[src/rtl/fetch_pkg.sv]
// rtl/fetch_pkg.sv - shared constants, entry type and helpers for the fetch front end
// Contents:
//   INST_BYTES     : bytes per instruction word (sequential PC step)
//   PKG_ADDR_W/_DATA_W : default address / instruction widths
//   fetch_entry_t  : one buffered instruction tagged with its PC
//   cnt_width()    : width of a counter that must hold 0..depth inclusive
package fetch_pkg;

  localparam int INST_BYTES = 4;
  localparam int PKG_ADDR_W = 32;
  localparam int PKG_DATA_W = 32;

  typedef struct packed {
    logic [PKG_ADDR_W-1:0] pc;
    logic [PKG_DATA_W-1:0] data;
  } fetch_entry_t;

  function automatic int cnt_width(input int depth);
    return $clog2(depth) + 1;
  endfunction

endpackage

[src/rtl/fetch_fifo.sv]
// rtl/fetch_fifo.sv - synchronous instruction buffer with flush and occupancy count
// Ports:
//   clk, rst      : clock, asynchronous active-high reset
//   flush_i       : empty the buffer (wins over push/pop)
//   push_i/_data_i: write one entry
//   pop_i         : consume the head entry
//   head_data_o   : head entry, read from registered storage (no fall-through)
//   count_o       : number of valid entries, 0..DEPTH
module fetch_fifo
  import fetch_pkg::*;
#(
  parameter int WIDTH = 64,
  parameter int DEPTH = 4
) (
  input  logic                        clk,
  input  logic                        rst,
  input  logic                        flush_i,
  input  logic                        push_i,
  input  logic [WIDTH-1:0]            push_data_i,
  input  logic                        pop_i,
  output logic [WIDTH-1:0]            head_data_o,
  output logic [cnt_width(DEPTH)-1:0] count_o
);

  localparam int CW = cnt_width(DEPTH);
  localparam int PW = $clog2(DEPTH);

  logic [WIDTH-1:0] mem_q [DEPTH];
  logic [PW-1:0]    rd_ptr_q;
  logic [PW-1:0]    wr_ptr_q;
  logic [CW-1:0]    count_q;

  // Pointers wrap naturally because DEPTH is a power of two.
  always_ff @(posedge clk or posedge rst) begin
    if (rst) begin
      for (int i = 0; i < DEPTH; i++) mem_q[i] <= '0;
      rd_ptr_q <= '0;
      wr_ptr_q <= '0;
      count_q  <= '0;
    end else if (flush_i) begin
      rd_ptr_q <= '0;
      wr_ptr_q <= '0;
      count_q  <= '0;
    end else begin
      if (push_i) begin
        mem_q[wr_ptr_q] <= push_data_i;
        wr_ptr_q        <= wr_ptr_q + PW'(1);
      end
      if (pop_i) rd_ptr_q <= rd_ptr_q + PW'(1);
      count_q <= count_q + CW'(push_i) - CW'(pop_i);
    end
  end

  assign head_data_o = mem_q[rd_ptr_q];
  assign count_o     = count_q;

endmodule

[src/rtl/if_fetch_unit.sv]
// rtl/if_fetch_unit.sv - instruction fetch front end: PC sequencing, credit-limited imem requests, tagged instruction buffer
// Ports:
//   clk, rst                      : clock, asynchronous active-high reset
//   redirect_valid, redirect_pc   : restart fetch at redirect_pc (low two bits ignored)
//   imem_req_valid/_ready/_addr   : request channel to instruction memory
//   imem_rsp_valid, imem_rsp_data : in-order response channel, no back-pressure
//   inst_valid/_ready/_data/_pc   : buffered instruction to decode
module if_fetch_unit
  import fetch_pkg::*;
#(
  parameter int                ADDR_W     = PKG_ADDR_W,
  parameter int                DATA_W     = PKG_DATA_W,
  parameter logic [ADDR_W-1:0] RESET_PC   = '0,
  parameter int                FIFO_DEPTH = 4
) (
  input  logic              clk,
  input  logic              rst,
  input  logic              redirect_valid,
  input  logic [ADDR_W-1:0] redirect_pc,
  output logic              imem_req_valid,
  input  logic              imem_req_ready,
  output logic [ADDR_W-1:0] imem_req_addr,
  input  logic              imem_rsp_valid,
  input  logic [DATA_W-1:0] imem_rsp_data,
  output logic              inst_valid,
  input  logic              inst_ready,
  output logic [DATA_W-1:0] inst_data,
  output logic [ADDR_W-1:0] inst_pc
);

  localparam int                CW      = cnt_width(FIFO_DEPTH);
  localparam int                EW      = ADDR_W + DATA_W;
  localparam logic [ADDR_W-1:0] PC_STEP = ADDR_W'(INST_BYTES);

  logic [ADDR_W-1:0] fetch_pc_q, fetch_pc_d;
  logic [ADDR_W-1:0] rsp_pc_q, rsp_pc_d;
  logic [CW-1:0]     outstanding_q, outstanding_d;
  logic [CW-1:0]     drop_q, drop_d;
  logic [CW-1:0]     fifo_count;
  logic [CW:0]       credit_used;
  logic [ADDR_W-1:0] redirect_tgt;
  logic [EW-1:0]     fifo_head;
  logic              req_hs, rsp_take, rsp_drop, fifo_push, fifo_pop;

  assign redirect_tgt = redirect_pc & ~ADDR_W'(3);

  // Every slot that could still produce a FIFO write (live or doomed) holds a
  // credit, so a response always finds room and the memory is never stalled.
  assign credit_used    = {1'b0, outstanding_q} + {1'b0, drop_q} + {1'b0, fifo_count};
  assign imem_req_valid = ~rst & (credit_used < (CW+1)'(FIFO_DEPTH));
  assign imem_req_addr  = fetch_pc_q;

  assign req_hs   = imem_req_valid & imem_req_ready;
  assign rsp_take = imem_rsp_valid & (drop_q == '0);
  assign rsp_drop = imem_rsp_valid & (drop_q != '0);

  always_comb begin
    fetch_pc_d    = fetch_pc_q;
    rsp_pc_d      = rsp_pc_q;
    outstanding_d = outstanding_q;
    drop_d        = drop_q;
    if (redirect_valid) begin
      fetch_pc_d    = redirect_tgt;
      rsp_pc_d      = redirect_tgt;
      outstanding_d = '0;
      // Everything still owed by memory becomes garbage, including a request
      // accepted right now; a response arriving now is discarded and retires
      // one of those owed slots.
      drop_d = drop_q + outstanding_q + CW'(req_hs) - CW'(imem_rsp_valid);
    end else begin
      if (req_hs)   fetch_pc_d = fetch_pc_q + PC_STEP;
      if (rsp_take) rsp_pc_d   = rsp_pc_q + PC_STEP;
      outstanding_d = outstanding_q + CW'(req_hs) - CW'(rsp_take);
      if (rsp_drop) drop_d = drop_q - CW'(1);
    end
  end

  always_ff @(posedge clk or posedge rst) begin
    if (rst) begin
      fetch_pc_q    <= RESET_PC;
      rsp_pc_q      <= RESET_PC;
      outstanding_q <= '0;
      drop_q        <= '0;
    end else begin
      fetch_pc_q    <= fetch_pc_d;
      rsp_pc_q      <= rsp_pc_d;
      outstanding_q <= outstanding_d;
      drop_q        <= drop_d;
    end
  end

  assign fifo_push = rsp_take & ~redirect_valid;
  assign fifo_pop  = inst_valid & inst_ready;

  fetch_fifo #(
    .WIDTH (EW),
    .DEPTH (FIFO_DEPTH)
  ) u_fifo (
    .clk         (clk),
    .rst         (rst),
    .flush_i     (redirect_valid),
    .push_i      (fifo_push),
    .push_data_i ({rsp_pc_q, imem_rsp_data}),
    .pop_i       (fifo_pop),
    .head_data_o (fifo_head),
    .count_o     (fifo_count)
  );

  assign inst_valid         = (fifo_count != '0);
  assign {inst_pc, inst_data} = fifo_head;

endmodule

[config.mk]
export PLATFORM = sky130hd
export DESIGN_NAME = if_fetch_unit
export DESIGN_NICKNAME = d
export VERILOG_FILES = /design/src/rtl/fetch_pkg.sv /design/src/rtl/fetch_fifo.sv /design/src/rtl/if_fetch_unit.sv
export SDC_FILE = /design/constraint.sdc
export NUM_CORES = 1
export LEC_CHECK = 0
export BUFFER_PORTS_ARGS = -buffer_cell sky130_fd_sc_hd__buf_2
export CORE_MARGIN = 4
export CORE_UTILIZATION = 50
export CTS_CLUSTER_DIAMETER = 100
export DETAILED_ROUTE_END_ITERATION = 10
export PLACE_DENSITY = 0.78
export SYNTH_ARGS = -nofsm -noshare
export SYNTH_HDL_FRONTEND = slang
export SYNTH_HIERARCHICAL = 1
export SYNTH_SLANG_ARGS = --single-unit
[constraint.sdc]
create_clock -name clk -period 10.65 [get_ports clk]
set_clock_uncertainty 0.2 [all_clocks]
set_input_delay 2.13 -clock clk [delete_from_list [all_inputs] [get_ports clk]]
set_output_delay 2.13 -clock clk [all_outputs]
set_load 0.005 [all_outputs]
== Word-level counts from Yosys, hierarchy flattened ==
Cells that the tools add are included.

* Memories: 0
* Logic and storage cells: 67
* Memory bits (read-only): 0
* Latch bits: 0
* Flip-flop bits (word level): 333
* Output and inout port bits: 98
* Memory bits (writable): 0

* Equal/unequal tests: 0
* Multiply operators: 0
* Shifts and indexed selects: 0
* Bitwise operators: 10
* Add/subtract/negate cells: 14
* Div/mod/pow operators: 0
* Magnitude comparators: 4
* Mux-type cells: 18
* Reductions and logical operators: 10

{| class="wikitable"
|+ Operator list
! operator !! count
|-
| $bwmux 256 || 1
|-
| $mux 64 || 3
|-
| $bmux 64 s2 || 1
|-
| $demux 64 s2 || 1
|-
| $mux 32 || 4
|-
| $add 32x3->32 const B || 2
|-
| $mux 3 || 4
|-
| $reduce_bool 2->1 || 5
|-
| $add 3x1->3 || 3
|-
| $sub 3x1->3 || 3
|-
| $mux 2 || 4
|-
| $and 1x1->1 || 6
|-
| $ge 3x3->1 const B || 2
|-
| $not 2->3 || 2
|-
| $reduce_bool 3->1 || 2
|-
| $add 2x1->2 const B || 2
|-
| $add 3x3->4 || 1
|-
| $add 4x3->4 || 1
|-
| $lt 4x3->1 const B || 1
|-
| $add 3x3->3 || 1
|-
| $logic_not 3->1 || 1
|-
| $lt 3x1->1 const B || 1
|-
| $sub 3x1->3 const B || 1
|-
| $not 1->1 || 2
|-
| 2 further kinds || 2
|}

== Longest topological paths before layout ==
* Depth in word-level cells: 8
* Mapped depth: 14

== Hierarchy ==
Netlist, hierarchy kept.

{| class="wikitable"
|+ By module, submodules not included
! module !! times used !! area an instance (sq um) !! cells each !! seq. area each (sq um)
|-
| fetch_fifo || 1 || 12538.3 || 658 || 6581.3
|-
| if_fetch_unit || 1 || 4095.2 || 384 || 1651.6
|}

== Least setup slack after synthesis ==
OpenSTA, ideal clock, no wires.

* Kind: in2out
* Start point: input port rst
* End point: output port imem_req_valid
* Arrival time: 3.878 ns
* Cell stages on the path: 2
* Path slack: 4.442 ns
* Path buffers: 0
* Path through: inv_1 -> and3_1

* Cells in the longest elaborated chain, start to end: 2

{| class="wikitable"
|+ Ends and longest elaborated chain
! what !! line !! source
|-
| from (decl) || if_fetch_unit.sv:17 || <nowiki>input logic rst,</nowiki>
|-
| $not 1->1 || if_fetch_unit.sv:50 || <nowiki>assign imem_req_valid = ~rst & (credit_used < (CW+1)'(FIFO_DEPTH));</nowiki>
|-
| $and 1x1->1 || if_fetch_unit.sv:50 ||
|-
| to (decl) || if_fetch_unit.sv:20 || <nowiki>output logic imem_req_valid,</nowiki>
|}

No other way between the ends.

== Worst setup path in the final report ==
* Start point: register outstanding_q[1]
* End point: output port imem_req_valid

* Cells in the longest elaborated chain, start to end: 4

{| class="wikitable"
|+ Ends and longest elaborated chain
! what !! line !! source
|-
| from (decl) || if_fetch_unit.sv:37 || <nowiki>logic [CW-1:0] outstanding_q, outstanding_d;</nowiki>
|-
| from (signal assigned) || if_fetch_unit.sv:87 || <nowiki>outstanding_q <= outstanding_d;</nowiki>
|-
| $add 3x3->4 || if_fetch_unit.sv:49 || <nowiki>assign credit_used = {1'b0, outstanding_q} + {1'b0, drop_q} + {1'b0, fifo_count};</nowiki>
|-
| $add 4x3->4 || if_fetch_unit.sv:49 ||
|-
| $lt 4x3->1 || if_fetch_unit.sv:50 ||
|-
| $and 1x1->1 || if_fetch_unit.sv:50 ||
|}

No other way between the ends.

==> flow_summary.toml <==
[run_status]
status = "finished clean"

[worst_hold_path]
hold_depth = 1
worstHoldStart = "u_fifo/mem_q[15]"
hold_end = "u_fifo/mem_q[15]"
hp-class = "register to register"

[floorplanning]
design.core.area_sq_um = 32700
die_area_sq_um = 36250
die_x_microns = 190.4
start_util_pct = 50.86
die_height_microns = 190.4
io_pins = 168
rows = 66

[worst_setup_path]
crit_path_start_kind = "register"
critical_path_class = "register to primary output"
cp_top_family = "adder cells"
cp.arrival_ps = 3050
worstPathCellList = "inv_1 > fa_1 > or2_2 > fa_1 > xor2_1 > and3_1 > buf_2"
worst-r2r-cell-count = 14
cp-end-kind = "primary output"
crit_top_cell = "fa_1"
reg2reg_to = "outstanding_q[2]"
r2r_slack_ps = 6600
crit_slowest_cell = "fa_1"
critPathBufInv = 2
reg2reg_from = "outstanding_q[1]"
slowest_delay_ps = 470
crit_fanout = 6
required_ps = 8320

[routing]
drtPass1Iterations = 4
wl_per_cell_microns = 21.29
drt-total-wl_microns = 35690
drc_errors = 0
met1Wirelength_microns = 15520
routed-wl-met2_microns = 17190
vias = 9228
drt_iter0_drc = 446
vias_per_cell = 5.506
top_layer = "met5"
ant_nets = 0
dr_wl_met3_microns = 2168

[sta]
slew_violations = 0
setup_tns_ps = 0
rsz0062_at_grt = "no"
finalHoldViolCount = 0
finalCritPeriodShare_pct = 50.54
fin_ws_ps = 5267
setup_violations = 0
worst_pin_slew_ps = 1062
slew_headroom_pct = 29.18
finalCriticalPeriod_ps = 5383
max_freq_ghz = 0.1858

[logic_synthesis]
synthesis.area_sq_um = 16630
yosysTopAreaCell = "dfrtp_1"
ys_seq_elements = 329
synth_cells = 1042
yosys-top-cells-area = "dfrtp_1, mux2_4, mux4_2"
avgSynthCellArea_sq_um = 15.96
yosysWarnings = 6
yosysSeqAreaShare_pct = 49.50
synthFlopType = "dfrtp_1"
synth_mux_area_share_pct = 33.09
synthSimpleGateAreaFrac_pct = 5.905
synth-compound-area-share_pct = 1.219
synth_cell_types = 52
synth_fa_ha_area_share_pct = 2.046
synth_edf_count = 0
synth_top_area_share_pct = 49.50
synthArstFlopShare_pct = 100.0
synth_top_family_by_area = "multiplexers"
synth_xor_area_share_pct = 3.663

[pwr]
p_total_mw = 4.167
p_per_area_nw_per_um2 = 221.9
combPwrFrac_pct = 28.2
p_sw_share_pct = 28.08
power.internal_mw = 2.996
net-switching-power_mw = 1.170
p_seq_share_pct = 39.5
leakage_nw = 9.429
clkPwrFrac_pct = 32.3
ir_drop_mv = 0.1291

[clock_network]
cts_tree = "built"
cts_root_buf = "clkbuf_16"
cts_buffers = 38
clk_pin_slew_ps = 60
clk_latency_ps = 520
postCtsSetupBuffers = 0
post_cts_resized = 0
clockBufferDepth = 3
htreeDepth = 2
ctsHoldBuffers = 0
numClockSinks = 329

[cells_and_area]
drive_gt1_share_pct = 49.59
stdcell_area_sq_um = 18780
fill_cells = 2607
final_nets = 1299
multi_input_area_sq_um = 7685
final_core_util_pct = 57.42
antennaDiodeCount = 0
seq_area_sq_um = 8240
syn2layout_area_growth_pct = 12.88

[place]
placedInstanceArea_sq_um = 17480
dpl.hpwl_microns = 22690
port_buffers = 163
place.gp.congestion = 0.8296
pre_cts_ws_ps = 5168

[flow_run]
cap_violations = 0

[grt]
antenna_found_initial = 1
grt.total_usage_pct = 19.68
grt_pass1_vias = 10290
grt_overflow = 0
grt_pass1_wl_microns = 57200
grt_max_degree = 155
-- sequential cells by signal, indices dropped and copies added (netlist names) --
name             flops
u_fifo/count_o       3
rsp_pc_q            30
u_fifo/mem_q       256
drop_q               3
imem_req_addr       30
u_fifo/wr_ptr_q      2
u_fifo/rd_ptr_q      2
outstanding_q        3
-- how the worst max path moves through the flow --
| stage | from | slack [ps] | to | cells after the start |
|---|---|---|---|---|
| after CTS | outstanding_q[1] | 5260 | imem_req_valid | 7 |
| after global placement | redirect_valid | 5230 | u_fifo/mem_q[107] | 5 |
| final | outstanding_q[1] | 5270 | imem_req_valid | 7 |
| after global routing | outstanding_q[1] | 5130 | imem_req_valid | 7 |
| after floorplan | rst | 1080 | u_fifo/count_o[0] | 1 |
| after detailed placement | redirect_valid | 5170 | u_fifo/mem_q[171] | 5 |
-- metrics by stage --
stage / hold WS [ps] / instances
CTS: 297.4 / 1676
global placement: 272.7 / 1608
global route: 312.7 / 1676
floorplan: 258.9 / 1051
detailed placement: 284.1 / 1608
finish: 294.8 / 1676
-- cell type report --
type                            count  area share, %
Tap cell                          442          2.945
Sequential cell                   329          43.89
Clock inverter                     16          1.146
Clock buffer                       52          5.778
Timing Repair Buffer              172          4.771
Multi-Input combinational cell    640          40.93
Inverter                           25         0.5398
-- placed cells by master, fill, tap and decap left out, types with 9 or more instances in the layout --
master | synthesis | routed
a21boi_0 | 11 | 11
and3_1 | 10 | 10
buf_2 | 3 | 163
clkbuf_16 | 0 | 39
conb_1 | 1 | 10
dfrtp_1 | 329 | 327
ha_1 | 16 | 16
inv_1 | 24 | 22
mux2_2 | 93 | 93
mux2_4 | 198 | 198
mux4_2 | 64 | 64
nand2_1 | 24 | 24
nand2b_1 | 9 | 9
nand3_1 | 19 | 19
nand4_1 | 16 | 16
nor2_1 | 22 | 22
xnor2_1 | 40 | 40
xor2_1 | 27 | 27
-- cell families (layout without fill, tap and decap cells) --
group / after synthesis / in the layout
XOR/XNOR: 68 / 68
AO/OA/AOI/OAI: 31 / 31
AND/OR/NAND/NOR: 149 / 149
adder cells (fa/ha/maj): 23 / 23
buffers and inverters: 82 / 265
multiplexers: 359 / 359
other: 1 / 10
flip-flops: 329 / 329
-- worst register-to-register path, stage by stage, from the launching register on --
cell	delay [ps]
dfrtp_1	420
inv_1	110
fa_1	470
or2_2	320
fa_1	420
xor2_1	400
and3_1	270
nand2_1	170
ha_1	310
inv_1	60
ha_1	130
inv_1	40
fa_1	370
xnor2_1	180
nor2_1	50
-- Yosys cell counts (all sizes together), types with 5 or more instances --
library cell and instances:
inv 25, fa 7, xor2 27, nand2 24, mux2 293, a21boi 16
nand4 18, clkbuf 5, xnor2 40, and3 10, nand3 20, nor4 7
a21oi 8, dfrtp 329, nand2b 9, nor2 22, nor3 8, nand3b 7
ha 16, mux4 64, and4 8, buf 52
-- power groups by stage --
stage | combinational, mW | clock, mW | sequential, mW
global route | 1.28 | 1.43 | 1.68
global placement | 1.16 | 0 | 1.65
CTS | 1.20 | 1.39 | 1.65
finish | 1.17 | 1.35 | 1.65
floorplan | 0.875 | 0 | 1.59
detailed placement | 1.19 | 0 | 1.66
-- layer usage --
layer / GRT usage [%] / vias up
met1: 26.66 / 4818
li1: - / 4102
met5: 0 / -
met4: 4.945 / 2
met3: 4.339 / 58
met2: 32.63 / 248
Note: power is estimated with default switching activity, not from simulation.
